===== src/rtl/fifo_rd_packer_if.sv =====
// fifo_rd_packer_if
//   Bundles the FIFO read side and the packed output stream of fifo_rd_packer.
//   Signals:
//     empty     FIFO empty flag (first-word fall-through FIFO)
//     data_rd   FIFO head entry, valid whenever empty=0
//     rd_en     pop request to the FIFO (combinational in the packer)
//     out_data  packed word, DATA_WIDTH*PACK_RATIO bits, entry 0 in the LSBs
//     out_valid packed word valid
//     out_ready downstream accept
//   With FIFO_RD_PACKER_FLUSH_EN defined, two more signals exist:
//     flush     request to emit a partially filled word
//     out_keep  one bit per slice of out_data marking the filled slices
//   Modports: master = packer side, slave = FIFO/downstream side.
interface fifo_rd_packer_if #(
  parameter int DATA_WIDTH = 8,
  parameter int PACK_RATIO = 4
);

  logic                             empty;
  logic [DATA_WIDTH-1:0]            data_rd;
  logic                             rd_en;
  logic [DATA_WIDTH*PACK_RATIO-1:0] out_data;
  logic                             out_valid;
  logic                             out_ready;
`ifdef FIFO_RD_PACKER_FLUSH_EN
  logic                             flush;
  logic [PACK_RATIO-1:0]            out_keep;
`endif

`ifdef FIFO_RD_PACKER_FLUSH_EN
  modport master (
    input  empty, data_rd, out_ready, flush,
    output rd_en, out_data, out_valid, out_keep
  );
  modport slave (
    output empty, data_rd, out_ready, flush,
    input  rd_en, out_data, out_valid, out_keep
  );
`else
  modport master (
    input  empty, data_rd, out_ready,
    output rd_en, out_data, out_valid
  );
  modport slave (
    output empty, data_rd, out_ready,
    input  rd_en, out_data, out_valid
  );
`endif

endinterface


===== src/rtl/fifo_rd_packer.sv =====
// fifo_rd_packer
//   Pops entries from a first-word fall-through FIFO and packs PACK_RATIO of
//   them into one output word, first popped entry in the least significant
//   slice. Sustains one entry per cycle; when the output register is blocked
//   the next word is completed into a stall slot and popping stops until the
//   output frees up.
//   Parameters:
//     DATA_WIDTH  width of one FIFO entry
//     PACK_RATIO  entries per output word, legal range 2..16
//   Ports:
//     clk_rd      read-domain clock, all state changes on its rising edge
//     rst_rd      synchronous active-low reset
//     bus         fifo_rd_packer_if.master (empty, data_rd, rd_en, out_data,
//                 out_valid, out_ready, and flush/out_keep when enabled)
//   Optional feature: define FIFO_RD_PACKER_FLUSH_EN to add the flush input
//   and the out_keep output, allowing a partially filled word to be emitted.
module fifo_rd_packer #(
  parameter int DATA_WIDTH = 8,
  parameter int PACK_RATIO = 4
) (
  input  logic                clk_rd,
  input  logic                rst_rd,
  fifo_rd_packer_if.master    bus
);

  localparam int CW = $clog2(PACK_RATIO + 1);
  localparam logic [CW-1:0] CNT_FULL = CW'(PACK_RATIO);
  localparam logic [CW-1:0] CNT_LAST = CW'(PACK_RATIO - 1);

  typedef logic [PACK_RATIO-1:0][DATA_WIDTH-1:0] word_t;

  // Slots 0..PACK_RATIO-2 collect a word; the top slot is only used as the
  // stall slot that completes a word while the output register is busy.
  word_t         acc_q, acc_d;
  word_t         out_data_q, out_data_d;
  logic [CW-1:0] cnt_q, cnt_d;
  logic          out_valid_q, out_valid_d;
  logic          out_free;
  logic          pop;
`ifdef FIFO_RD_PACKER_FLUSH_EN
  logic                  flush_pend_q, flush_pend_d;
  logic [PACK_RATIO-1:0] out_keep_q, out_keep_d;
`endif

  assign out_free = !out_valid_q || bus.out_ready;

  // cnt never exceeds PACK_RATIO, so "not full" is the same as cnt < PACK_RATIO.
  // Gating with rst_rd keeps the FIFO untouched while reset is asserted.
`ifdef FIFO_RD_PACKER_FLUSH_EN
  assign pop = rst_rd && !bus.empty && !flush_pend_q &&
               ((cnt_q != CNT_FULL) || out_free);
`else
  assign pop = rst_rd && !bus.empty && ((cnt_q != CNT_FULL) || out_free);
`endif

  assign bus.rd_en     = pop;
  assign bus.out_data  = out_data_q;
  assign bus.out_valid = out_valid_q;
`ifdef FIFO_RD_PACKER_FLUSH_EN
  assign bus.out_keep  = out_keep_q;
`endif

  // Next-state logic for the accumulator, the fill count and the output
  // register. A word completes either straight from the FIFO head (no bubble)
  // or from the stall slot once the output register frees up.
  always_comb begin
    acc_d       = acc_q;
    cnt_d       = cnt_q;
    out_data_d  = out_data_q;
    out_valid_d = out_valid_q;
`ifdef FIFO_RD_PACKER_FLUSH_EN
    flush_pend_d = flush_pend_q;
    out_keep_d   = out_keep_q;
`endif

    if (out_valid_q && bus.out_ready) begin
      out_valid_d = 1'b0;
    end

    if (cnt_q == CNT_FULL) begin
      if (out_free) begin
        out_data_d  = acc_q;
        out_valid_d = 1'b1;
`ifdef FIFO_RD_PACKER_FLUSH_EN
        out_keep_d  = '1;
`endif
        if (pop) begin
          acc_d[0] = bus.data_rd;
          cnt_d    = CW'(1);
        end else begin
          cnt_d    = '0;
        end
      end
    end else if (pop) begin
      if (cnt_q == CNT_LAST) begin
        if (out_free) begin
          out_data_d                 = acc_q;
          out_data_d[PACK_RATIO-1]   = bus.data_rd;
          out_valid_d                = 1'b1;
          cnt_d                      = '0;
`ifdef FIFO_RD_PACKER_FLUSH_EN
          out_keep_d                 = '1;
`endif
        end else begin
          acc_d[PACK_RATIO-1] = bus.data_rd;
          cnt_d               = CNT_FULL;
        end
      end else begin
        for (int i = 0; i < PACK_RATIO; i++) begin
          if (cnt_q == CW'(i)) begin
            acc_d[i] = bus.data_rd;
          end
        end
        cnt_d = cnt_q + CW'(1);
      end
    end

`ifdef FIFO_RD_PACKER_FLUSH_EN
    // A pending flush blocks pops. A held full word drains through the normal
    // path above first; after that the count is zero and the flush retires.
    // Slots above cnt may hold stale entries from earlier words, so they are
    // zeroed explicitly in a partial word.
    if (flush_pend_q) begin
      if (cnt_q == '0) begin
        flush_pend_d = 1'b0;
      end else if ((cnt_q != CNT_FULL) && out_free) begin
        for (int i = 0; i < PACK_RATIO; i++) begin
          out_data_d[i] = (CW'(i) < cnt_q) ? acc_q[i] : '0;
          out_keep_d[i] = (CW'(i) < cnt_q);
        end
        out_valid_d  = 1'b1;
        cnt_d        = '0;
        flush_pend_d = 1'b0;
      end
    end
    if (bus.flush) begin
      flush_pend_d = 1'b1;
    end
`endif
  end

  // State registers with synchronous active-low reset; reset discards any
  // partial or held word.
  always_ff @(posedge clk_rd) begin
    if (!rst_rd) begin
      acc_q        <= '0;
      cnt_q        <= '0;
      out_data_q   <= '0;
      out_valid_q  <= 1'b0;
`ifdef FIFO_RD_PACKER_FLUSH_EN
      flush_pend_q <= 1'b0;
      out_keep_q   <= '0;
`endif
    end else begin
      acc_q        <= acc_d;
      cnt_q        <= cnt_d;
      out_data_q   <= out_data_d;
      out_valid_q  <= out_valid_d;
`ifdef FIFO_RD_PACKER_FLUSH_EN
      flush_pend_q <= flush_pend_d;
      out_keep_q   <= out_keep_d;
`endif
    end
  end

endmodule


===== src/flat_wrapper.sv =====
// flat-port wrapper written by rule: the top's interface ports become plain ports
module fifo_rd_packer_flat 
#(
  parameter int DATA_WIDTH = 8,
  parameter int PACK_RATIO = 4
)
  (clk_rd, rst_rd, bus_empty, bus_data_rd, bus_out_ready, bus_rd_en, bus_out_data, bus_out_valid);
  fifo_rd_packer_if #(.DATA_WIDTH(DATA_WIDTH), .PACK_RATIO(PACK_RATIO)) bus_i ();
  input  logic clk_rd;
  input  logic rst_rd;
  input wire logic [$bits(bus_i.empty)-1:0] bus_empty;
  input wire logic [$bits(bus_i.data_rd)-1:0] bus_data_rd;
  input wire logic [$bits(bus_i.out_ready)-1:0] bus_out_ready;
  output wire logic [$bits(bus_i.rd_en)-1:0] bus_rd_en;
  output wire logic [$bits(bus_i.out_data)-1:0] bus_out_data;
  output wire logic [$bits(bus_i.out_valid)-1:0] bus_out_valid;
  assign bus_i.empty = bus_empty;
  assign bus_i.data_rd = bus_data_rd;
  assign bus_i.out_ready = bus_out_ready;
  assign bus_rd_en = bus_i.rd_en;
  assign bus_out_data = bus_i.out_data;
  assign bus_out_valid = bus_i.out_valid;
  fifo_rd_packer #(.DATA_WIDTH(DATA_WIDTH), .PACK_RATIO(PACK_RATIO)) u_core (.clk_rd(clk_rd), .rst_rd(rst_rd), .bus(bus_i));
endmodule

===== config.mk =====
export PLATFORM = sky130hd
export DESIGN_NAME = fifo_rd_packer_flat
export DESIGN_NICKNAME = d
export VERILOG_FILES = /design/src/rtl/fifo_rd_packer_if.sv /design/src/rtl/fifo_rd_packer.sv /design/src/flat_wrapper.sv
export SDC_FILE = /design/constraint.sdc
export NUM_CORES = 1
export LEC_CHECK = 0
export CORE_ASPECT_RATIO = 1.25
export CORE_MARGIN = 5
export CORE_UTILIZATION = 30
export CTS_CLUSTER_DIAMETER = 80
export DETAILED_ROUTE_END_ITERATION = 8
export GPL_ROUTABILITY_DRIVEN = 1
export GPL_TIMING_DRIVEN = 0
export SYNTH_ARGS = -nofsm -noshare
export SYNTH_HDL_FRONTEND = slang
export SYNTH_SLANG_ARGS = --single-unit

===== constraint.sdc =====
create_clock -name clk_rd -period 4.2 [get_ports clk_rd]
set_input_delay 0.42 -clock clk_rd [delete_from_list [all_inputs] [get_ports clk_rd]]
set_output_delay 0.42 -clock clk_rd [all_outputs]
set_load 0.01 [all_outputs]

==> flow_summary.yaml <==
synthesis:
  cell_count_after_synthesis: 319
  post_synth_num_cell_types: 26
  syn-num-nets: 335
  post_synth_instance_area_um2: 2690
  synth_area_per_cell_um2: 8.44
  yosysWarningCount: 0
  ys_seq_elements: 68
  synth_sequential_area_ratio_pct: 50.6
sta:
  grt_setup_unrepaired: "false"
  setup_violations: 0
  relSlewSlack_pct: 64.2
  actual_slew_at_the_worst_max_slew_pin_ps: 536
  setup-tns-final_ps: 0
  final_critical_path_setup_slack_ps: 1720
  final.period_utilization_pct: 59.0
  hold_violations: 0
  finalClockSkew_ps: 9.72
  finalWorstPathRequiredPeriod_ps: 2480
  fmax_mhz: 404
  slew_viol_final: 0
worst_setup_path:
  critical_path.reg2reg.endpoint: "u_core.acc_q[6]$_SDFFE_PN0P_"
  worst-setup-path-type: "reg -> out"
  cp_slowest_cell: "clkdlybuf4s50_1"
  worst_ep_required_time_ps: 3780
  crit_path_start_kind: "flip-flop"
  critical_path.cell_chain: "inv_1 > ha_1 > and4b_1 > nor2_1 > clkdlybuf4s50_1"
  end_kind: "primary output"
  critical_path.max_stage_delay_ps: 540
  worst-r2r-cell-count: 6
  worst-endpoint-arrival_ps: 2060
  r2r_setup_slk_ps: 2190
  critical_path.reg2reg.startpoint: "u_core.cnt_q[0]$_SDFFE_PN0P_"
  crit_fanout: 6
die:
  num_rows: 38
  fp.dieH_um: 116
  fp.coreArea_um2: 8750
  io_pins: 46
  initial_core_utilization_pct: 30.8
  die_w_um: 94.7
  die_area_um2: 11000
pwr:
  total_leakage_power_nw: 1.24
  totalPowerFinal_mw: 1.37
  powerDensity_nw_per_um2: 391
  worst_ir_drop_vdd_uv: 178
clock_tree:
  tritoncts: "yes"
  cts-resized-gates: 0
  post_cts_buffers: 0
  clock_tree.htree_level_count: 3
  clk_latency_ps: 340
  ctsLongestPathBuffers: 2
  clkTransAtPathRegs_ps: 60
  clock-root-buffer: "clkbuf_8"
  cts.hold.buffers_added: 0
  cts-buffers-inserted: 9
  clock_sink_count: 68
placement:
  dpl.cell_count: 483
  hpwlAfterDp_um: 4970
  finalWeightedCongestion: 0.764
  placement.io_buffers: 44
  placement.setup.worst_slack_ps: 1880
global_route:
  global_route.overflow_total: 0
  grt_max_degree: 12
  antenna_found_initial: 0
  gr-usage-all-layers_pct: 13.1
  grt_pass1_vias: 2330
  grt_first_pass_wirelength_um: 11200
routing:
  postRouteAntennaNets: 0
  drc: 0
  drt_first_iter_violations: 129
  vias_per_cell: 4.71
  wirelength_um: 6720
  detailedRoute.firstPassIterationCount: 4
  routed_wire_length_per_instance_um: 13.5
  detailroute.via_count: 2351
final_layout:
  finalNetCount: 390
  fin_util_pct: 40.2
  seq_area_um2: 1360
  layout-area-overhead-vs-synth_pct: 30.7
  instances_no_fill: 499
  multi_input_area_um2: 1210
  diodes: 0
  layout-drive-gt1-share_pct: 7.39
  num-fill-cells: 924
worst_hold_path:
  hold_end: "u_core.cnt_q[0]$_SDFFE_PN0P_"
  holdPathStages: 2
  hold_start: "bus_empty"
  holdCritPathClass: "in -> reg"
run:
  drv_cap: 0
status:
  run_status: "finished clean"
[area by class of cell]
cell class              instances  area share, %
flip-flops and latches         68           38.7
multi-input cells             224           34.5
repair buffers                 44           12.5
clock buffers                  13           4.80
well taps                     120           4.27
plain buffers                  24           3.02
clock inverters                 3           1.92
inverters                       3          0.320
[metal layers]
layer	track usage (%)	up-vias	share of wire, %
met4	6.06	0	2.5
met1	15.5	1075	45
li1	-	1208	-
met5	0	-	0
met2	22.0	56	48
met3	3.31	12	4.6
[cells by family after synthesis]
logic type	Yosys count	synth area share, %
AOI/OAI and AO/OA	64	13.6
adders and majority gates	4	1.86
buffers and inverters	27	4.37
DFF	68	50.6
muxes	9	3.35
and+or+nand+nor	147	26.3
[synthesized netlist by cell type]
cell	count	area, um^2
nor4b_1	1	8.76
nand3b_1	1	7.51
nand4bb_4	1	27.5
clkinv_1	1	3.75
nand2_1	67	251
buf_2	7	35.0
nor2b_1	2	12.5
dfxtp_1	68	1360
a21oi_1	19	95.1
or2_2	1	6.26
a31oi_1	1	6.26
ha_1	4	50.1
nor4b_4	2	47.6
inv_1	2	7.51
and4b_1	1	10.0
buf_6	1	11.3
a211oi_1	1	7.51
nand2b_1	2	12.5
nor3b_1	1	7.51
a21oi_4	1	16.3
clkbuf_1	16	60.1
nand3_1	48	240
a311oi_1	8	70.1
o21ai_0	34	170
mux2i_1	9	90.1
nor2_1	20	75.1
[how the worst max path moves through the flow]
stage | startpoint | end | slack (ps) | cells after the start
after floorplan | u_core.cnt_q[0]$_SDFFE_PN0P_ | u_core.acc_q[5]$_SDFFE_PN0P_ | 2480 | 6
after global placement | rst_rd | bus_rd_en | 1870 | 4
after CTS | u_core.cnt_q[0]$_SDFFE_PN0P_ | bus_rd_en | 1690 | 5
final | u_core.cnt_q[0]$_SDFFE_PN0P_ | bus_rd_en | 1720 | 5
after detailed placement | rst_rd | bus_rd_en | 1880 | 4
after global routing | u_core.cnt_q[0]$_SDFFE_PN0P_ | bus_rd_en | 1610 | 5
[worst max-delay path: cells and delay by family (launching register included)]
family / cells / cell delay (ps)
flops: 1 / 430
buf+inv: 2 / 630
simple gates: 2 / 400
fa+ha+maj: 1 / 260
[metrics by stage]
step | cell area, um^2 | hold slack (ps)
floorplan | 2690 | 436
global placement | 3280 | 446
detailed placement | 3280 | 448
CTS | 3520 | 390
global route | 3520 | 418
finish | 3520 | 409
[cells in the final DEF, fill, tap and decap left out, types with 2 or more instances in the layout]
| cell type | count |
|---|---|
| dfxtp_1 | 68 |
| nand2_1 | 67 |
| nand3_1 | 48 |
| clkdlybuf4s50_1 | 44 |
| o21ai_0 | 34 |
| nor2_1 | 20 |
| a21oi_1 | 19 |
| clkbuf_1 | 17 |
| clkbuf_8 | 12 |
| mux2i_1 | 9 |
| a311oi_1 | 8 |
| buf_2 | 7 |
| ha_1 | 4 |
| nand2b_1 | 2 |
| inv_1 | 2 |
| nor2b_1 | 2 |
| nor4b_4 | 2 |
| bufinv_16 | 2 |
[power by group]
| group | switching, mW | total, mW | internal [mW] |
|---|---|---|---|
| Combinational | 0.0566 | 0.0879 | 0.0313 |
| Sequential | 0.00785 | 0.665 | 0.657 |
| Clock | 0.238 | 0.621 | 0.383 |
[flip-flops by register name, summed over array words and instances, names as in the netlist]
signal and flops:
u_core.bus.out_valid 1, u_core.cnt_q 3, u_core.bus.out_data 32, u_core.acc_q 32
Note: power is estimated with default switching activity, not from simulation.
